`src/rtl/mc_pkg.sv`:
```
// rtl/mc_pkg.sv - shared types and encodings for the multicycle control FSM
package mc_pkg;

   typedef enum logic [3:0] {
      S_FETCH  = 4'd0,
      S_DECODE = 4'd1,
      S_EXECR  = 4'd2,
      S_EXECI  = 4'd3,
      S_ALUWB  = 4'd4,
      S_MEMADR = 4'd5,
      S_MEMRD  = 4'd6,
      S_MEMWB  = 4'd7,
      S_MEMWR  = 4'd8,
      S_BRANCH = 4'd9,
      S_LINK   = 4'd10,
      S_UNDEF  = 4'd11,
      S_FAULT  = 4'd12
   } state_e;

   localparam logic [1:0] RES_ALUOUT = 2'b00;
   localparam logic [1:0] RES_DATA   = 2'b01;
   localparam logic [1:0] RES_ALURES = 2'b10;
   localparam logic [1:0] RES_PC     = 2'b11;

   localparam logic [1:0] SRCA_RD1   = 2'b00;
   localparam logic [1:0] SRCA_PC    = 2'b01;
   localparam logic [1:0] SRCA_OLDPC = 2'b10;

   localparam logic [1:0] SRCB_RD2   = 2'b00;
   localparam logic [1:0] SRCB_IMM   = 2'b01;
   localparam logic [1:0] SRCB_FOUR  = 2'b10;

   localparam logic [1:0] OP_DP      = 2'b00;
   localparam logic [1:0] OP_MEM     = 2'b01;
   localparam logic [1:0] OP_BR      = 2'b10;
   localparam logic [1:0] OP_UNDEF   = 2'b11;

   // States that sit on the memory handshake and are guarded by the timeout.
   function automatic logic is_wait_state(input state_e s);
      return (s == S_FETCH) || (s == S_MEMRD) || (s == S_MEMWR);
   endfunction

endpackage

```
`src/rtl/mc_wait_timer.sv`:
```
// rtl/mc_wait_timer.sv - memory wait-state counter with timeout compare
module mc_wait_timer #(
   parameter int TIMEOUT = 16
) (
   input  logic clk_i,
   input  logic resetn_i,
   input  logic wait_i,
   input  logic ready_i,
   output logic expired
);

   localparam int CW = (TIMEOUT > 0) ? $clog2(TIMEOUT + 1) : 1;
   localparam logic [CW-1:0] LIMIT = CW'(TIMEOUT);

   logic [CW-1:0] cnt_q, cnt_d;

   // Any cycle outside a waiting hold clears, so every entry starts from zero.
   always_comb begin
      cnt_d = cnt_q;
      if (!wait_i || ready_i || (TIMEOUT == 0)) begin
         cnt_d = '0;
      end else if (cnt_q != LIMIT) begin
         cnt_d = cnt_q + 1'b1;
      end
   end

   always_ff @(posedge clk_i) begin
      if (!resetn_i) begin
         cnt_q <= '0;
      end else begin
         cnt_q <= cnt_d;
      end
   end

   assign expired = (TIMEOUT != 0) && wait_i && !ready_i && (cnt_q == LIMIT);

endmodule

```
`src/rtl/mc_ctrl_fsm.sv`:
```
// rtl/mc_ctrl_fsm.sv - main control FSM of the multicycle ARM-subset core
module mc_ctrl_fsm
   import mc_pkg::*;
#(
   parameter int TIMEOUT = 16,
   parameter int HAS_BL  = 1,
   parameter int CNT_W   = 32
) (
   input  logic             clk,
   input  logic             reset,
   input  logic [1:0]       Op,
   input  logic [5:0]       Funct,
   input  logic             Link,
   input  logic             MemReady,
   output logic             MemReq,
   output logic             NextPC,
   output logic             Branch,
   output logic             MemW,
   output logic             RegW,
   output logic             IRWrite,
   output logic             AdrSrc,
   output logic             ALUOp,
   output logic [1:0]       ResultSrc,
   output logic [1:0]       ALUSrcA,
   output logic [1:0]       ALUSrcB,
   output logic             LinkWr,
   output logic             Undef,
   output logic             Fault,
   output logic             Retired,
   output logic [CNT_W-1:0] RetireCount
);

   state_e           state_q, state_d;
   logic [CNT_W-1:0] count_q, count_d;
   logic             waiting;
   logic             expired;
   logic             unused_funct;

   assign unused_funct = ^Funct[4:1];
   assign waiting      = is_wait_state(state_q);

   mc_wait_timer #(
      .TIMEOUT (TIMEOUT)
   ) u_wait_timer (
      .clk_i    (clk),
      .resetn_i (reset),
      .wait_i   (waiting),
      .ready_i  (MemReady),
      .expired  (expired)
   );

   always_ff @(posedge clk) begin
      if (!reset) begin
         state_q <= S_FETCH;
         count_q <= '0;
      end else begin
         state_q <= state_d;
         count_q <= count_d;
      end
   end

   always_comb begin
      state_d = state_q;
      case (state_q)
         S_FETCH: begin
            if (expired)       state_d = S_FAULT;
            else if (MemReady) state_d = S_DECODE;
         end
         S_DECODE: begin
            case (Op)
               OP_DP:    state_d = Funct[5] ? S_EXECI : S_EXECR;
               OP_MEM:   state_d = S_MEMADR;
               OP_BR:    state_d = ((HAS_BL != 0) && Link) ? S_LINK : S_BRANCH;
               OP_UNDEF: state_d = S_UNDEF;
               default:  state_d = S_UNDEF;
            endcase
         end
         S_EXECR, S_EXECI: state_d = S_ALUWB;
         S_MEMADR:         state_d = Funct[0] ? S_MEMRD : S_MEMWR;
         S_MEMRD: begin
            if (expired)       state_d = S_FAULT;
            else if (MemReady) state_d = S_MEMWB;
         end
         S_MEMWR: begin
            if (expired)       state_d = S_FAULT;
            else if (MemReady) state_d = S_FETCH;
         end
         S_LINK:           state_d = S_BRANCH;
         S_ALUWB, S_MEMWB, S_BRANCH, S_UNDEF: state_d = S_FETCH;
         S_FAULT:          state_d = S_FAULT;
         default:          state_d = S_FETCH;
      endcase
   end

   // Moore decode; only FETCH's IRWrite/NextPC and MEMWR's retire look at MemReady.
   always_comb begin
      MemReq    = 1'b0;
      NextPC    = 1'b0;
      Branch    = 1'b0;
      MemW      = 1'b0;
      RegW      = 1'b0;
      IRWrite   = 1'b0;
      AdrSrc    = 1'b0;
      ALUOp     = 1'b0;
      ResultSrc = RES_ALUOUT;
      ALUSrcA   = SRCA_RD1;
      ALUSrcB   = SRCB_RD2;
      LinkWr    = 1'b0;
      Undef     = 1'b0;
      Fault     = 1'b0;
      Retired   = 1'b0;
      case (state_q)
         S_FETCH: begin
            MemReq    = 1'b1;
            IRWrite   = MemReady;
            NextPC    = MemReady;
            ResultSrc = RES_ALURES;
            ALUSrcA   = SRCA_PC;
            ALUSrcB   = SRCB_FOUR;
         end
         S_DECODE: begin
            ResultSrc = RES_ALURES;
            ALUSrcA   = SRCA_PC;
            ALUSrcB   = SRCB_FOUR;
         end
         S_EXECR: ALUOp = 1'b1;
         S_EXECI: begin
            ALUSrcB = SRCB_IMM;
            ALUOp   = 1'b1;
         end
         S_ALUWB: begin
            RegW    = 1'b1;
            Retired = 1'b1;
         end
         S_MEMADR: ALUSrcB = SRCB_IMM;
         S_MEMRD: begin
            MemReq = 1'b1;
            AdrSrc = 1'b1;
         end
         S_MEMWR: begin
            MemReq  = 1'b1;
            AdrSrc  = 1'b1;
            MemW    = 1'b1;
            Retired = MemReady;
         end
         S_MEMWB: begin
            RegW      = 1'b1;
            ResultSrc = RES_DATA;
            Retired   = 1'b1;
         end
         S_LINK: begin
            RegW      = 1'b1;
            LinkWr    = 1'b1;
            ResultSrc = RES_PC;
         end
         S_BRANCH: begin
            Branch    = 1'b1;
            ResultSrc = RES_ALURES;
            ALUSrcA   = SRCA_OLDPC;
            ALUSrcB   = SRCB_IMM;
            Retired   = 1'b1;
         end
         S_UNDEF: Undef = 1'b1;
         S_FAULT: Fault = 1'b1;
         default: ;
      endcase
   end

   assign count_d     = Retired ? count_q + 1'b1 : count_q;
   assign RetireCount = count_q;

endmodule

```
`config.mk`:
```
export PLATFORM = sky130hd
export DESIGN_NAME = mc_ctrl_fsm
export DESIGN_NICKNAME = d
export VERILOG_FILES = /design/src/rtl/mc_pkg.sv /design/src/rtl/mc_wait_timer.sv /design/src/rtl/mc_ctrl_fsm.sv
export SDC_FILE = /design/constraint.sdc
export NUM_CORES = 1
export LEC_CHECK = 0
export CAP_MARGIN = 25
export CORE_MARGIN = 8
export CORE_UTILIZATION = 34
export DETAILED_ROUTE_END_ITERATION = 7
export GPL_TIMING_DRIVEN = 1
export PLACE_DENSITY = 0.61
export SLEW_MARGIN = 20
export SYNTH_ARGS = -nofsm -noshare
export SYNTH_HDL_FRONTEND = slang
export SYNTH_HIERARCHICAL = 1
export SYNTH_SLANG_ARGS = --single-unit
export TNS_END_PERCENT = 5
```
`constraint.sdc`:
```
create_clock -name clk -period 1.8 [get_ports clk]
set_input_delay 0.18 -clock clk [delete_from_list [all_inputs] [get_ports clk]]
set_output_delay 0.18 -clock clk [all_outputs]
set_load 0.02 [all_outputs]
```
==> results.sh <==
export IMPL_synth_most_common_cell="dfxtp_1"
export IMPL_period_share_pct=103.2
export IMPL_wl_per_cell_um=14.74
export IMPL_gr_total_overflow=0
export IMPL_path_max_fanout=6
export IMPL_start_util_pct=34.89
export IMPL_final_antenna_net_count=0
export IMPL_ys_seq_area_share_pct=32.60
export IMPL_place_congestion=0.8164
export IMPL_clock_sinks=41
export IMPL_p_leak_uw=0.001373
export IMPL_grtUsageTotal_pct=13.08
export IMPL_die_area_mm2=0.01041
export IMPL_maxCapViolCount=0
export IMPL_drv_slew=0
export IMPL_ys_top_cells_by_count="dfxtp_1 (41), a21oi_1 (26), nand2_1 (26)"
export IMPL_dr_pass1_iters=4
export IMPL_netlist_area_mm2=0.002517
export IMPL_synth_edff_count=0
export IMPL_first_global_vias=2337
export IMPL_fmax_mhz=538.3
export IMPL_vdd_drop_max_mv=0.3515
export IMPL_finalSetupViolations=12
export IMPL_cts_tree="yes"
export IMPL_clkTransAtPathRegs_ps=80
export IMPL_finalHoldViolCount=0
export IMPL_clock_latency_ps=290
export IMPL_final_area_mm2=0.003754
export IMPL_slew_headroom_pct=71.70
export IMPL_insertedDiodeCount=0
export IMPL_fill_cells=708
export IMPL_critPathLaunchType="flop"
export IMPL_setup_slack_ps=-57.67
export IMPL_fp_dieW_um=102.0
export IMPL_syn_inst=316
export IMPL_io_pins=62
export IMPL_viasPerCell=5.151
export IMPL_grt_max_degree=43
export IMPL_vias=2586
export IMPL_h_tree_depth=2
export IMPL_yosys_warnings=6
export IMPL_crit_arrival_ps=2080
export IMPL_dp_hpwl_um=4952
export IMPL_multi_input_area_mm2=0.001678
export IMPL_rows=31
export IMPL_worst_pin_slew_ps=423.2
export IMPL_rsz0062_at_grt="true"
export IMPL_cts_root_buffer="clkbuf_8"
export IMPL_synth_seq_cells=41
export IMPL_place_area_mm2=0.003453
export IMPL_synth_area_leaders="dfxtp_1 (33%), mux2i_1 (7.2%), nand2b_1 (5.5%), a21oi_1 (5.2%), nand2_1 (3.9%)"
export IMPL_yosysTopAreaCellShare_pct=32.60
export IMPL_required_ps=2030
export IMPL_timing_final_crit_period_ps=1858
export IMPL_synthArstFlopShare_pct=0
export IMPL_yosys_area_top_type="dfxtp_1"
export IMPL_hp_class="reg2reg"
export IMPL_syn_nets=331
export IMPL_yosysUniqueCellTypes=45
export IMPL_run_status="complete, but fails checks"
export IMPL_violations="setup timing"
export IMPL_core_mm2=0.007214
export IMPL_grt_pass1_wl_um=11180
export IMPL_seq_area_um2=837.1
export IMPL_wl_um=7401
export IMPL_dieHeight_um=102.0
export IMPL_syn_area_per_cell_um2=7.967
export IMPL_final_nets=417
export IMPL_utilization_pct=52.03
export IMPL_finalClockSkew_ps=7.358
export IMPL_syn2layout_area_growth_pct=49.11
export IMPL_cts_buffers=5
export IMPL_p_per_area_mw_per_mm2=758.5
export IMPL_synthFlopType="dfxtp_1"
export IMPL_cts_buffer_depth=2
export IMPL_drt_first_iter_violations=91
export IMPL_antenna_found_initial=0
export IMPL_drive_gt1_share_pct=23.33
export IMPL_drc=0
export IMPL_crit_type="reg2reg"
export IMPL_portBuffers=57
export IMPL_cp_end_kind="flop"
export IMPL_pre_cts_ws_ps=-122.7
[flip-flops by register name (all words and copies together), names as in the netlist]
name	flops
RetireCount	32
state_q	4
u_wait_timer/cnt_q	5
[cell type report]
cell class	count	area share [%]
timing repair buffer	104	25.70
clock inverter	1	0.8000
inverter	9	0.9000
tap	99	3.300
sequential	41	22.30
multi-input combinational	241	44.70
clock buffer	7	2.300
[placed cells by master, fill, tap and decap left out, types with 3 or more instances in the layout]
| cell | count |
|---|---|
| or4_4 | 3 |
| a21o_1 | 4 |
| nor2b_1 | 4 |
| and3_1 | 3 |
| nor3b_1 | 4 |
| clkdlybuf4s15_1 | 3 |
| or3_1 | 3 |
| nand2b_1 | 22 |
| and2_1 | 3 |
| nor4_2 | 9 |
| and4_1 | 5 |
| buf_4 | 43 |
| nand2_1 | 26 |
| nand3_1 | 12 |
| dfxtp_1 | 32 |
| dfxtp_2 | 7 |
| inv_1 | 7 |
| clkbuf_16 | 3 |
| o31ai_1 | 12 |
| a21oi_2 | 4 |
| clkbuf_8 | 6 |
| mux2i_1 | 18 |
| or4_1 | 9 |
| dlygate4sd2_1 | 12 |
| clkdlybuf4s50_1 | 39 |
| xor2_1 | 4 |
| nor4_1 | 4 |
| nand4_1 | 9 |
| nor2_1 | 19 |
| ha_1 | 3 |
| o21ai_0 | 7 |
| nand3b_1 | 4 |
| a21oi_1 | 22 |
[per-layer routing]
layer / up-vias / track usage (%) / part of all wire, %
li1: 1317 / - / -
met1: 1224 / 17.67 / 49
met2: 40 / 20.64 / 47
met3: 5 / 3.202 / 4.0
met4: 0 / 2.370 / 0.42
met5: - / 0 / 0
[worst max-delay path, cell delays in order, from the launching register on]
cell and delay, ps:
dfxtp_4 370, or3b_4 400, a2bb2oi_4 200, buf_12 170, or4_4 500, a21oi_1 140
[kinds of logic after synthesis]
kind of cell | synth area share, %
buffers and inverters | 6.262
adder cells (fa/ha/maj) | 1.491
AO/OA/AOI/OAI | 14.31
multiplexers | 7.157
flip-flops | 32.60
AND/OR/NAND/NOR | 35.74
XOR/XNOR | 2.435
[stage by stage]
stage / hold slack (ps) / setup TNS [ps] / power, µW / cells
after floorplan: 335.7 / -19.90 / 1558 / 316
after global placement: 455.5 / -1329 / 1981 / 491
after detailed placement: 470.9 / -2162 / 1993 / 491
after CTS: 482.5 / -240.2 / 2738 / 499
after global routing: 515.2 / -2146 / 2976 / 502
final: 478.5 / -364.6 / 2847 / 502
[where the power goes]
part	switching, µW	internal (µW)
registers	52.5	945
clock network	327	453
logic	568	502
total	947	1900
[worst paths after layout]
kind                                      from                            to  slack (ps)  cells after the start
setup / recovery       state_q[3]$_SDFFE_PN0P_  RetireCount[17]$_SDFFE_PN0P_         -60                      5
hold / removal    RetireCount[31]$_SDFFE_PN0P_  RetireCount[31]$_SDFFE_PN0P_         480                      2
hold reg to reg   RetireCount[31]$_SDFFE_PN0P_  RetireCount[31]$_SDFFE_PN0P_         480                      2
setup reg to reg       state_q[3]$_SDFFE_PN0P_  RetireCount[17]$_SDFFE_PN0P_         -60                      5
[what timing repair did]
| action | 4_1_cts | 5_1_grt |
|---|---|---|
| hold buffers | 0 | 0 |
| gates resized for setup | 31 | 29 |
| pin swaps | 22 | 7 |
| cloned | 0 | 3 |
| setup endpoints to repair | 49 | 34 |
| buffers inserted | 0 | 0 |
(Power assumes the default switching activity.)
